[config.mk]
export PLATFORM = sky130hd
export DESIGN_NAME = dnoc_pingpong_ctrl
export DESIGN_NICKNAME = d
export VERILOG_FILES = /design/src/rtl/dnoc_pingpong_ctrl.sv
export SDC_FILE = /design/constraint.sdc
export NUM_CORES = 1
export LEC_CHECK = 0
export CAP_MARGIN = 20
export CORE_UTILIZATION = 35
export DETAILED_ROUTE_END_ITERATION = 8
export SKIP_CTS_REPAIR_TIMING = 1
export SLEW_MARGIN = 20
export SYNTH_ARGS = -nofsm -noshare
export SYNTH_HDL_FRONTEND = slang
export SYNTH_SLANG_ARGS = --single-unit
[constraint.sdc]
create_clock -name clk_i -period 3.8 [get_ports clk_i]
set_clock_uncertainty 0.2 [all_clocks]
set_input_delay 0.76 -clock clk_i [delete_from_list [all_inputs] [get_ports clk_i]]
set_output_delay 0.76 -clock clk_i [all_outputs]
set_load 0.01 [all_outputs]
[src/rtl/dnoc_pingpong_ctrl.sv]
// Ping-pong double-buffer controller: a producer fills one bank while a
// consumer drains the other, each bank tracking its own transfer length.
module dnoc_pingpong_ctrl #(
  parameter int unsigned DEPTH = 256,
  parameter int unsigned AW    = $clog2(DEPTH)
) (
  input  logic          clk_i,
  input  logic          rst_i,
  input  logic [AW:0]   cfg_len_i,
  input  logic          wr_valid_i,
  output logic          wr_ready_o,
  output logic          buf_wr_en_o,
  output logic [AW:0]   buf_wr_addr_o,
  output logic          wr_done_o,
  input  logic          rd_ready_i,
  output logic          buf_rd_en_o,
  output logic [AW:0]   buf_rd_addr_o,
  output logic          rd_data_vld_o,
  output logic          rd_done_o,
  output logic [1:0]    buf_state_o
);

  typedef enum logic [1:0] {StEmpty, StFilling, StFull, StDraining} bank_st_e;

  localparam logic [AW:0] DepthW = DEPTH[AW:0];
  localparam logic [AW:0] LenOne = 1;

  bank_st_e    bank_q [2];
  bank_st_e    bank_d [2];
  logic [AW:0] len_q  [2];
  logic [AW:0] len_d  [2];
  logic        wr_ptr_q, wr_ptr_d, rd_ptr_q, rd_ptr_d;
  logic [AW:0] wcnt_q, wcnt_d, rcnt_q, rcnt_d;
  logic        wr_done_q, rd_done_q, rd_vld_q;

  logic [AW:0] len_eff, wr_len, rd_len;
  bank_st_e    wr_st, rd_st;
  logic        wr_fire, wr_last, rd_fire, rd_last;

  // Zero or oversize lengths mean a full bank.
  assign len_eff = ((cfg_len_i == '0) || (cfg_len_i > DepthW)) ? DepthW : cfg_len_i;

  assign wr_st   = bank_q[wr_ptr_q];
  assign rd_st   = bank_q[rd_ptr_q];

  // A bank still EMPTY has not latched its length yet, so use the live value.
  assign wr_len  = (wr_st == StEmpty) ? len_eff : len_q[wr_ptr_q];
  assign rd_len  = len_q[rd_ptr_q];

  assign wr_ready_o  = !rst_i && ((wr_st == StEmpty) || (wr_st == StFilling));
  assign wr_fire     = wr_valid_i && wr_ready_o;
  assign wr_last     = (wcnt_q == (wr_len - LenOne));
  assign buf_wr_en_o = wr_fire;

  assign buf_rd_en_o = !rst_i && rd_ready_i && ((rd_st == StFull) || (rd_st == StDraining));
  assign rd_fire     = buf_rd_en_o;
  assign rd_last     = (rcnt_q == (rd_len - LenOne));

  assign buf_wr_addr_o = rst_i ? '0 : {wr_ptr_q, wcnt_q[AW-1:0]};
  assign buf_rd_addr_o = rst_i ? '0 : {rd_ptr_q, rcnt_q[AW-1:0]};

  assign wr_done_o     = wr_done_q;
  assign rd_done_o     = rd_done_q;
  assign rd_data_vld_o = rd_vld_q;

  always_comb begin
    for (int i = 0; i < 2; i++) begin
      buf_state_o[i] = (bank_q[i] == StFull) || (bank_q[i] == StDraining);
    end
  end

  always_comb begin
    bank_d   = bank_q;
    len_d    = len_q;
    wr_ptr_d = wr_ptr_q;
    rd_ptr_d = rd_ptr_q;
    wcnt_d   = wcnt_q;
    rcnt_d   = rcnt_q;

    // Write and read never target the same bank: their state sets are disjoint.
    if (wr_fire) begin
      if (wr_st == StEmpty) begin
        len_d[wr_ptr_q] = len_eff;
      end
      if (wr_last) begin
        bank_d[wr_ptr_q] = StFull;
        wcnt_d           = '0;
        wr_ptr_d         = ~wr_ptr_q;
      end else begin
        bank_d[wr_ptr_q] = StFilling;
        wcnt_d           = wcnt_q + LenOne;
      end
    end

    if (rd_fire) begin
      if (rd_last) begin
        bank_d[rd_ptr_q] = StEmpty;
        rcnt_d           = '0;
        rd_ptr_d         = ~rd_ptr_q;
      end else begin
        bank_d[rd_ptr_q] = StDraining;
        rcnt_d           = rcnt_q + LenOne;
      end
    end
  end

  always_ff @(posedge clk_i) begin
    if (rst_i) begin
      bank_q[0] <= StEmpty;
      bank_q[1] <= StEmpty;
      len_q[0]  <= DepthW;
      len_q[1]  <= DepthW;
      wr_ptr_q  <= 1'b0;
      rd_ptr_q  <= 1'b0;
      wcnt_q    <= '0;
      rcnt_q    <= '0;
      wr_done_q <= 1'b0;
      rd_done_q <= 1'b0;
      rd_vld_q  <= 1'b0;
    end else begin
      bank_q    <= bank_d;
      len_q     <= len_d;
      wr_ptr_q  <= wr_ptr_d;
      rd_ptr_q  <= rd_ptr_d;
      wcnt_q    <= wcnt_d;
      rcnt_q    <= rcnt_d;
      wr_done_q <= wr_fire && wr_last;
      rd_done_q <= rd_fire && rd_last;
      rd_vld_q  <= rd_fire;
    end
  end

endmodule

# After elaboration in Yosys (flattened, before gate mapping)
# Index checks and enable logic that the tools add are counted.
[totals]
inputBits = 13
ramBits = 0
mem_count = 0
rom_bits = 0
output_inout_bits = 26
regBits = 45
elab_cells = 90
latchBits = 0
[op_classes]
mux = 29
multipliers = 0
magnitude_cmp = 5
div = 0
shift = 0
eq_ne = 9
n_reduce_logical = 19
addsub = 4
bitwise = 13
[ops]
columns = ["operator", "n"]
rows = [
  ["$mux 9", 13],
  ["$add 9x1->9 const B", 2],
  ["$bwmux 18", 1],
  ["$eq 9x9->1", 2],
  ["$sub 9x1->9 const B", 2],
  ["$mux 2", 8],
  ["$mux 4", 4],
  ["$eq 2x2->1 const B", 6],
  ["$demux 9 s1", 1],
  ["$gt 9x9->1 const B", 1],
  ["$logic_not 9->1", 1],
  ["$logic_and 1x1->1", 8],
  ["$reduce_and 2->1", 3],
  ["$logic_or 1x1->1", 5],
  ["$and 2x2->2", 2],
  ["$and 4x4->4", 1],
  ["$demux 2 s1", 2],
  ["$ge 2x2->1 const B", 2],
  ["$lt 2x1->1 const B", 2],
  ["$not 1->2", 2],
  ["$not 2->2", 2],
  ["$not 4->4", 1],
  ["$or 2x2->2", 2],
  ["$or 4x4->4", 1],
  ["other kinds (4)", 5],
]

# Depth between registers and ports, before layout
[logic_depth]
depth_word = 13
depth_mapped = 15
depth_no_buf = 13

# Worst setup path before layout
# OpenSTA, ideal clock, no wires.
[synth_timing]
path_type = "input to register"
start = "input cfg_len_i[1]"
end = "register wr_ptr_q"
path_stages = 12
required_ns = 3.477
setup_slack_ns = 0.191
n_path_buf = 0
arrival_ns = 3.286
cell_sequence = "nor4_1 > nand3_1 > ha_1 > nor2b_1 > mux2i_1 > ha_1 > nand2_1 > o32ai_1 > nor3_1 > or3_1 > and3_1 > mux2_1"
[synth_via]
elab_chain_len = 7
[synth_lines]
columns = ["item", "line_no", "text"]
rows = [
  ["from (decl)", "9", "input logic [AW:0] cfg_len_i,"],
  ["$gt 9x9->1 / $logic_not 9->1 (equally long branches)", "41", "assign len_eff = ((cfg_len_i == '0) || (cfg_len_i > DepthW)) ? DepthW : cfg_len_i;"],
  ["$logic_or 1x1->1", "41", ""],
  ["$mux 9 (*)", "41", ""],
  ["$mux 9 (*)", "47", "assign wr_len = (wr_st == StEmpty) ? len_eff : len_q[wr_ptr_q];"],
  ["$sub 9x1->9 (*)", "52", "assign wr_last = (wcnt_q == (wr_len - LenOne));"],
  ["$eq 9x9->1 (*)", "52", ""],
  ["$reduce_and 2->1 (no line) (*)", "--", ""],
  ["to (signal assigned)", "123", "wr_ptr_q <= wr_ptr_d;"],
  ["to (decl)", "32", "logic wr_ptr_q, wr_ptr_d, rd_ptr_q, rd_ptr_d;"],
]
# Every way passes the cells marked *; elsewhere a longest branch is shown, timed or not.
# A chain may end at the register's enable or synchronous reset.

# Final worst setup path
# Ends and elaborated chain as after synthesis.

==> results summary <==
The total routed wirelength came out at 9.01 mm. The die area is 0.00971 mm². Traced cell by cell, the critical path runs through clkdlybuf4s50_1 > nor4_2 > nand3_1 > ha_4 > nor2b_4 > mux2i_2 > ha_2 > buf_4 > xnor2_2 > xnor2_1 > nand3_1 > nor4_4 > and3_1 > mux2_1. The static leakage is 1.47 nW. The die is 98.5 µm wide.

Summing the areas of all compound-gate instances in the mapped netlist gives 16.4% of the synthesized area. The post-synthesis sequential element count is 45. Clock-pin slew was measured on the worst setup and hold paths at ~0.090 ns. Of the total synthesized cell area, the portion taken by AND, OR, NAND and NOR gates is 31.9%. The initial standard-cell utilization of the core came out at 36.7%.

Dividing the detail-routed via count by the number of cells gives between 5 and 6. Across the run, the number of max-cap violations was 0. The number of clock sinks is 45.

The most used flip-flop cell after synthesis is sky130_fd_sc_hd__dfxtp_1. The final antenna diode count came out at 0. The arrival time reported for the critical path endpoint came out at about 3.7 ns.

The congestion estimate from routability-driven global placement came to ~0.9. The cell with the largest stage delay on the worst path is sky130_fd_sc_hd__clkdlybuf4s50_1. In this run the remaining antenna-violating nets after routing total 0.

The largest incremental delay on the critical path is 0.43 ns. Of the cells placed in the final design, the portion with a size suffix greater than 1 is between 10% and 20%. The launching element type of the critical path is a primary input. The run finished, with violations left. The number of placed instances, taps included, is 567.

The synthesized netlist devotes 10.5% of its cell area to XOR and XNOR gates. Each instance of the synthesized netlist takes up on average 7.76 µm². The cell area that synthesis handed to floorplanning was 0.00326 mm². Setup violations remaining at the end of the flow were counted as 0. The worst hold margin is approximately 0.31 ns.

The number of core rows came out at 34. After layout, the minimum clock period comes to 3.66 ns. The power share of the clock group came out at 39.2%.

The count of boundary I/O pins came out at 39. Setup repair after global routing left no endpoint under its margin. The critical-path maximum fanout is 5. Together, buffers and inverters on the worst path number 2.

The number of DRC markers in iteration 0 is 180. The slew of the pin with the lowest slew margin is 0.815 ns. The peak clock frequency supported by timing is 0.273 GHz. The checks that failed: design-rule violations. The final cycle utilization of the critical path is 96.4%. The combinational share of power came out at 18.4%. The fraction of the core area covered by cells at the end of the flow came out at between 40% and 50%. The number of antenna violations at the first check in global routing is 0. The register share of total power came out at 42.4%.

The number of global-route vias before repair is a little under 3,000. Global routing finished with a remaining overflow of 0. The switching portion of total power is between 20% and 30%. When the netlist entered floorplanning its net count stood at 438.

The total power consumption of the routed design is around 1.2 mW. The largest net degree at the start of global routing came out at 33. The wire length per cell after detailed routing came out at 15.6 µm.

TritonCTS created 5 clock buffers. In the synthesized netlist the async set-or-reset flop fraction comes to 0%. The final layout net count came out at 486.

The total global routing track utilization is 19.0%. The standard cell core area is 0.00889 mm². The max-slew violation total from the final report came out at 0. The mux contribution to synthesized area came out at 6.56%. The wire length of the first global-routing pass came out at around 15 mm. Synthesis handed over a netlist of 420 instances. Headroom to the max-slew limit came out at 45.5%. By instance count, the cell type seen most on the critical path is sky130_fd_sc_hd__nand3_1. The floorplan step set the die height to 98.5 µm.

By area, the combinational part of the netlist is dominated by simple AND/OR/NAND/NOR gates. The post-layout instance count excluding filler cells is just under 600. The first-pass iteration count of the detailed router came out at 6. The total power density per cell area is about 280 mW/mm². The synthesis-to-layout area growth is 25.3%. Summing the areas of all fa, ha and maj instances in the mapped netlist gives ~1.9% of the synthesized area.

The power dissipated by switching net loads came out at 308 µW. For the worst setup path, the data required time is approximately 3.8 ns. For the final routed database, the setup TNS stands at 0 ns. Among cell families on the critical path, the largest total delay comes from simple AND/OR/NAND/NOR gates. The internal power of the cells came out at 843 µW. The count of flip-flops with a built-in enable after synthesis came out at 0. The via total after detailed routing is 3,166. The number of buffers added on ports came out at 38. IR analysis of the VDD net gives a maximum drop of between 0.00015 and 0.0002 V. The half-perimeter wire length after placement is 6.75 mm.

The number of DRC violations after detailed routing is 3. The worst setup path is captured at a flop. TritonCTS built the clock tree. Sequential elements use 27.6% of the synthesized area.

The path class of the tightest hold or removal check is reg -> reg. The latest clock arrival within the worst-skew pair came out at 0.32 ns. The post-synthesis cell type count came out at 66.

The number of failing hold endpoints at the final stage came to 0. The deepest level of the CTS H-tree is 2. By startpoint and endpoint, the worst setup path is classified as in -> reg. The maximum count of clock buffers along a single path is 2. The count of synthesis-stage warnings from yosys is 0. The tree is rooted in a sky130_fd_sc_hd__clkbuf_8.
==> worst paths after layout <==
kind	endpoint	depth (start not counted)	from	slack [ns]
max reg2reg	wr_ptr_q$_SDFFE_PP0P_	11	bank_q[2]$_SDFF_PP0_	0.34
min reg2reg	len_q[9]$_SDFFE_PP0P_	2	len_q[9]$_SDFFE_PP0P_	0.31
max	wr_ptr_q$_SDFFE_PP0P_	14	cfg_len_i[1]	0.14
min	len_q[9]$_SDFFE_PP0P_	2	len_q[9]$_SDFFE_PP0P_	0.31
==> cells by family (layout without fill, tap and decap cells) <==
kind of cell,count (synthesis),count (layout)
compound gates,77,77
xor+xnor,39,39
fa+ha+maj,5,5
buf+inv,36,85
flops,45,45
simple gates,197,197
mux,21,21
==> power groups by stage <==
stage	logic, mW	clock network [mW]	registers (mW)
2_1_floorplan	0.129	0	0.495
3_3_place_gp	0.194	0	0.499
5_1_grt	0.231	0.481	0.489
4_1_cts	0.197	0.461	0.488
6_report	0.212	0.451	0.488
3_5_place_dp	0.195	0	0.499
==> layout make-up <==
| cell class | instances | area, µm² |
|---|---|---|
| fill | 883 | 4810 |
| multi-input combinational | 339 | 2270 |
| sequential | 45 | 901 |
| timing repair buffer | 69 | 616 |
| tap | 108 | 135 |
| clock buffer | 5 | 68.8 |
| clock inverter | 3 | 68.8 |
| inverter | 8 | 30.0 |
==> synthesized netlist by cell type, types with 2 or more instances <==
cell / number / area [µm²]
sky130_fd_sc_hd__buf_4: 2 / 15.0
sky130_fd_sc_hd__a211o_1: 3 / 26.3
sky130_fd_sc_hd__nor4b_1: 2 / 17.5
sky130_fd_sc_hd__nor3_1: 21 / 105
sky130_fd_sc_hd__o2111ai_1: 2 / 17.5
sky130_fd_sc_hd__nor2b_1: 28 / 175
sky130_fd_sc_hd__o21ai_0: 9 / 45.0
sky130_fd_sc_hd__nand3_1: 8 / 40.0
sky130_fd_sc_hd__and2_1: 2 / 12.5
sky130_fd_sc_hd__nand4b_1: 2 / 17.5
sky130_fd_sc_hd__nand4_1: 10 / 62.6
sky130_fd_sc_hd__a32oi_1: 2 / 17.5
sky130_fd_sc_hd__or3_1: 4 / 25.0
sky130_fd_sc_hd__nand2_1: 40 / 150
sky130_fd_sc_hd__a211oi_1: 3 / 22.5
sky130_fd_sc_hd__a21o_1: 3 / 22.5
sky130_fd_sc_hd__ha_1: 5 / 62.6
sky130_fd_sc_hd__clkbuf_1: 14 / 52.6
sky130_fd_sc_hd__mux2_2: 2 / 22.5
sky130_fd_sc_hd__and3_1: 8 / 50.1
sky130_fd_sc_hd__nor4_1: 3 / 18.8
sky130_fd_sc_hd__xnor2_1: 22 / 193
sky130_fd_sc_hd__buf_1: 3 / 11.3
sky130_fd_sc_hd__mux2i_1: 18 / 180
sky130_fd_sc_hd__buf_6: 2 / 22.5
sky130_fd_sc_hd__o31ai_1: 2 / 15.0
sky130_fd_sc_hd__dfxtp_1: 45 / 901
sky130_fd_sc_hd__or4_1: 3 / 22.5
sky130_fd_sc_hd__nor3b_1: 4 / 30.0
sky130_fd_sc_hd__nand2b_1: 6 / 37.5
sky130_fd_sc_hd__xor2_1: 17 / 149
sky130_fd_sc_hd__a221oi_1: 2 / 17.5
sky130_fd_sc_hd__a31oi_1: 4 / 25.0
sky130_fd_sc_hd__o32ai_1: 2 / 17.5
sky130_fd_sc_hd__a21oi_1: 27 / 135
sky130_fd_sc_hd__nor2_1: 47 / 176
sky130_fd_sc_hd__inv_1: 7 / 26.3
sky130_fd_sc_hd__buf_2: 6 / 30.0
sky130_fd_sc_hd__o211ai_1: 3 / 22.5
==> routing by layer <==
metal	vias up	global-route usage (%)	share of wire (%)
li1	1577	-	-
met1	1498	25.9	48
met2	81	31.3	46
met3	10	2.41	4.2
met4	0	6.43	1.8
met5	-	0	0
==> worst reg2reg max path, delay by kind of cell (launching register included) <==
kind | cells | cell delay [ns]
simple gates | 5 | 1.43
mux | 2 | 0.62
flops | 1 | 0.49
fa+ha+maj | 1 | 0.24
xor+xnor | 2 | 0.23
buf+inv | 1 | 0.12
==> placed cells by master (no fill, tap or decap), types with 4 or more instances in the layout <==
master / count
sky130_fd_sc_hd__nor2_1: 47
sky130_fd_sc_hd__or3_1: 4
sky130_fd_sc_hd__nor3_1: 21
sky130_fd_sc_hd__xnor2_1: 21
sky130_fd_sc_hd__a21oi_1: 27
sky130_fd_sc_hd__xor2_1: 17
sky130_fd_sc_hd__a31oi_1: 4
sky130_fd_sc_hd__o21ai_0: 9
sky130_fd_sc_hd__nand2_1: 40
sky130_fd_sc_hd__nor2b_1: 27
sky130_fd_sc_hd__nor3b_1: 4
sky130_fd_sc_hd__inv_1: 7
sky130_fd_sc_hd__clkdlybuf4s50_1: 34
sky130_fd_sc_hd__mux2i_1: 17
sky130_fd_sc_hd__buf_4: 31
sky130_fd_sc_hd__nand4_1: 10
sky130_fd_sc_hd__nand2b_1: 6
sky130_fd_sc_hd__and3_1: 7
sky130_fd_sc_hd__dfxtp_1: 45
sky130_fd_sc_hd__nand3_1: 8
sky130_fd_sc_hd__clkbuf_8: 5
==> state kept, by name, summed over array words and instances (netlist names) <==
name / count
rcnt_q: 9
rd_data_vld_o: 1
wcnt_q: 9
len_q: 18
wr_ptr_q: 1
wr_done_o: 1
rd_ptr_q: 1
bank_q: 4
rd_done_o: 1
==> per-stage QoR <==
step	instance area (µm²)	setup slack [ns]
after floorplan	3260	0.191
after global placement	3850	-0.294
after detailed placement	3850	-0.426
after CTS	3990	-0.150
after global routing	4090	0.0196
final	4090	0.135
Power figures use the tool's default switching activity.
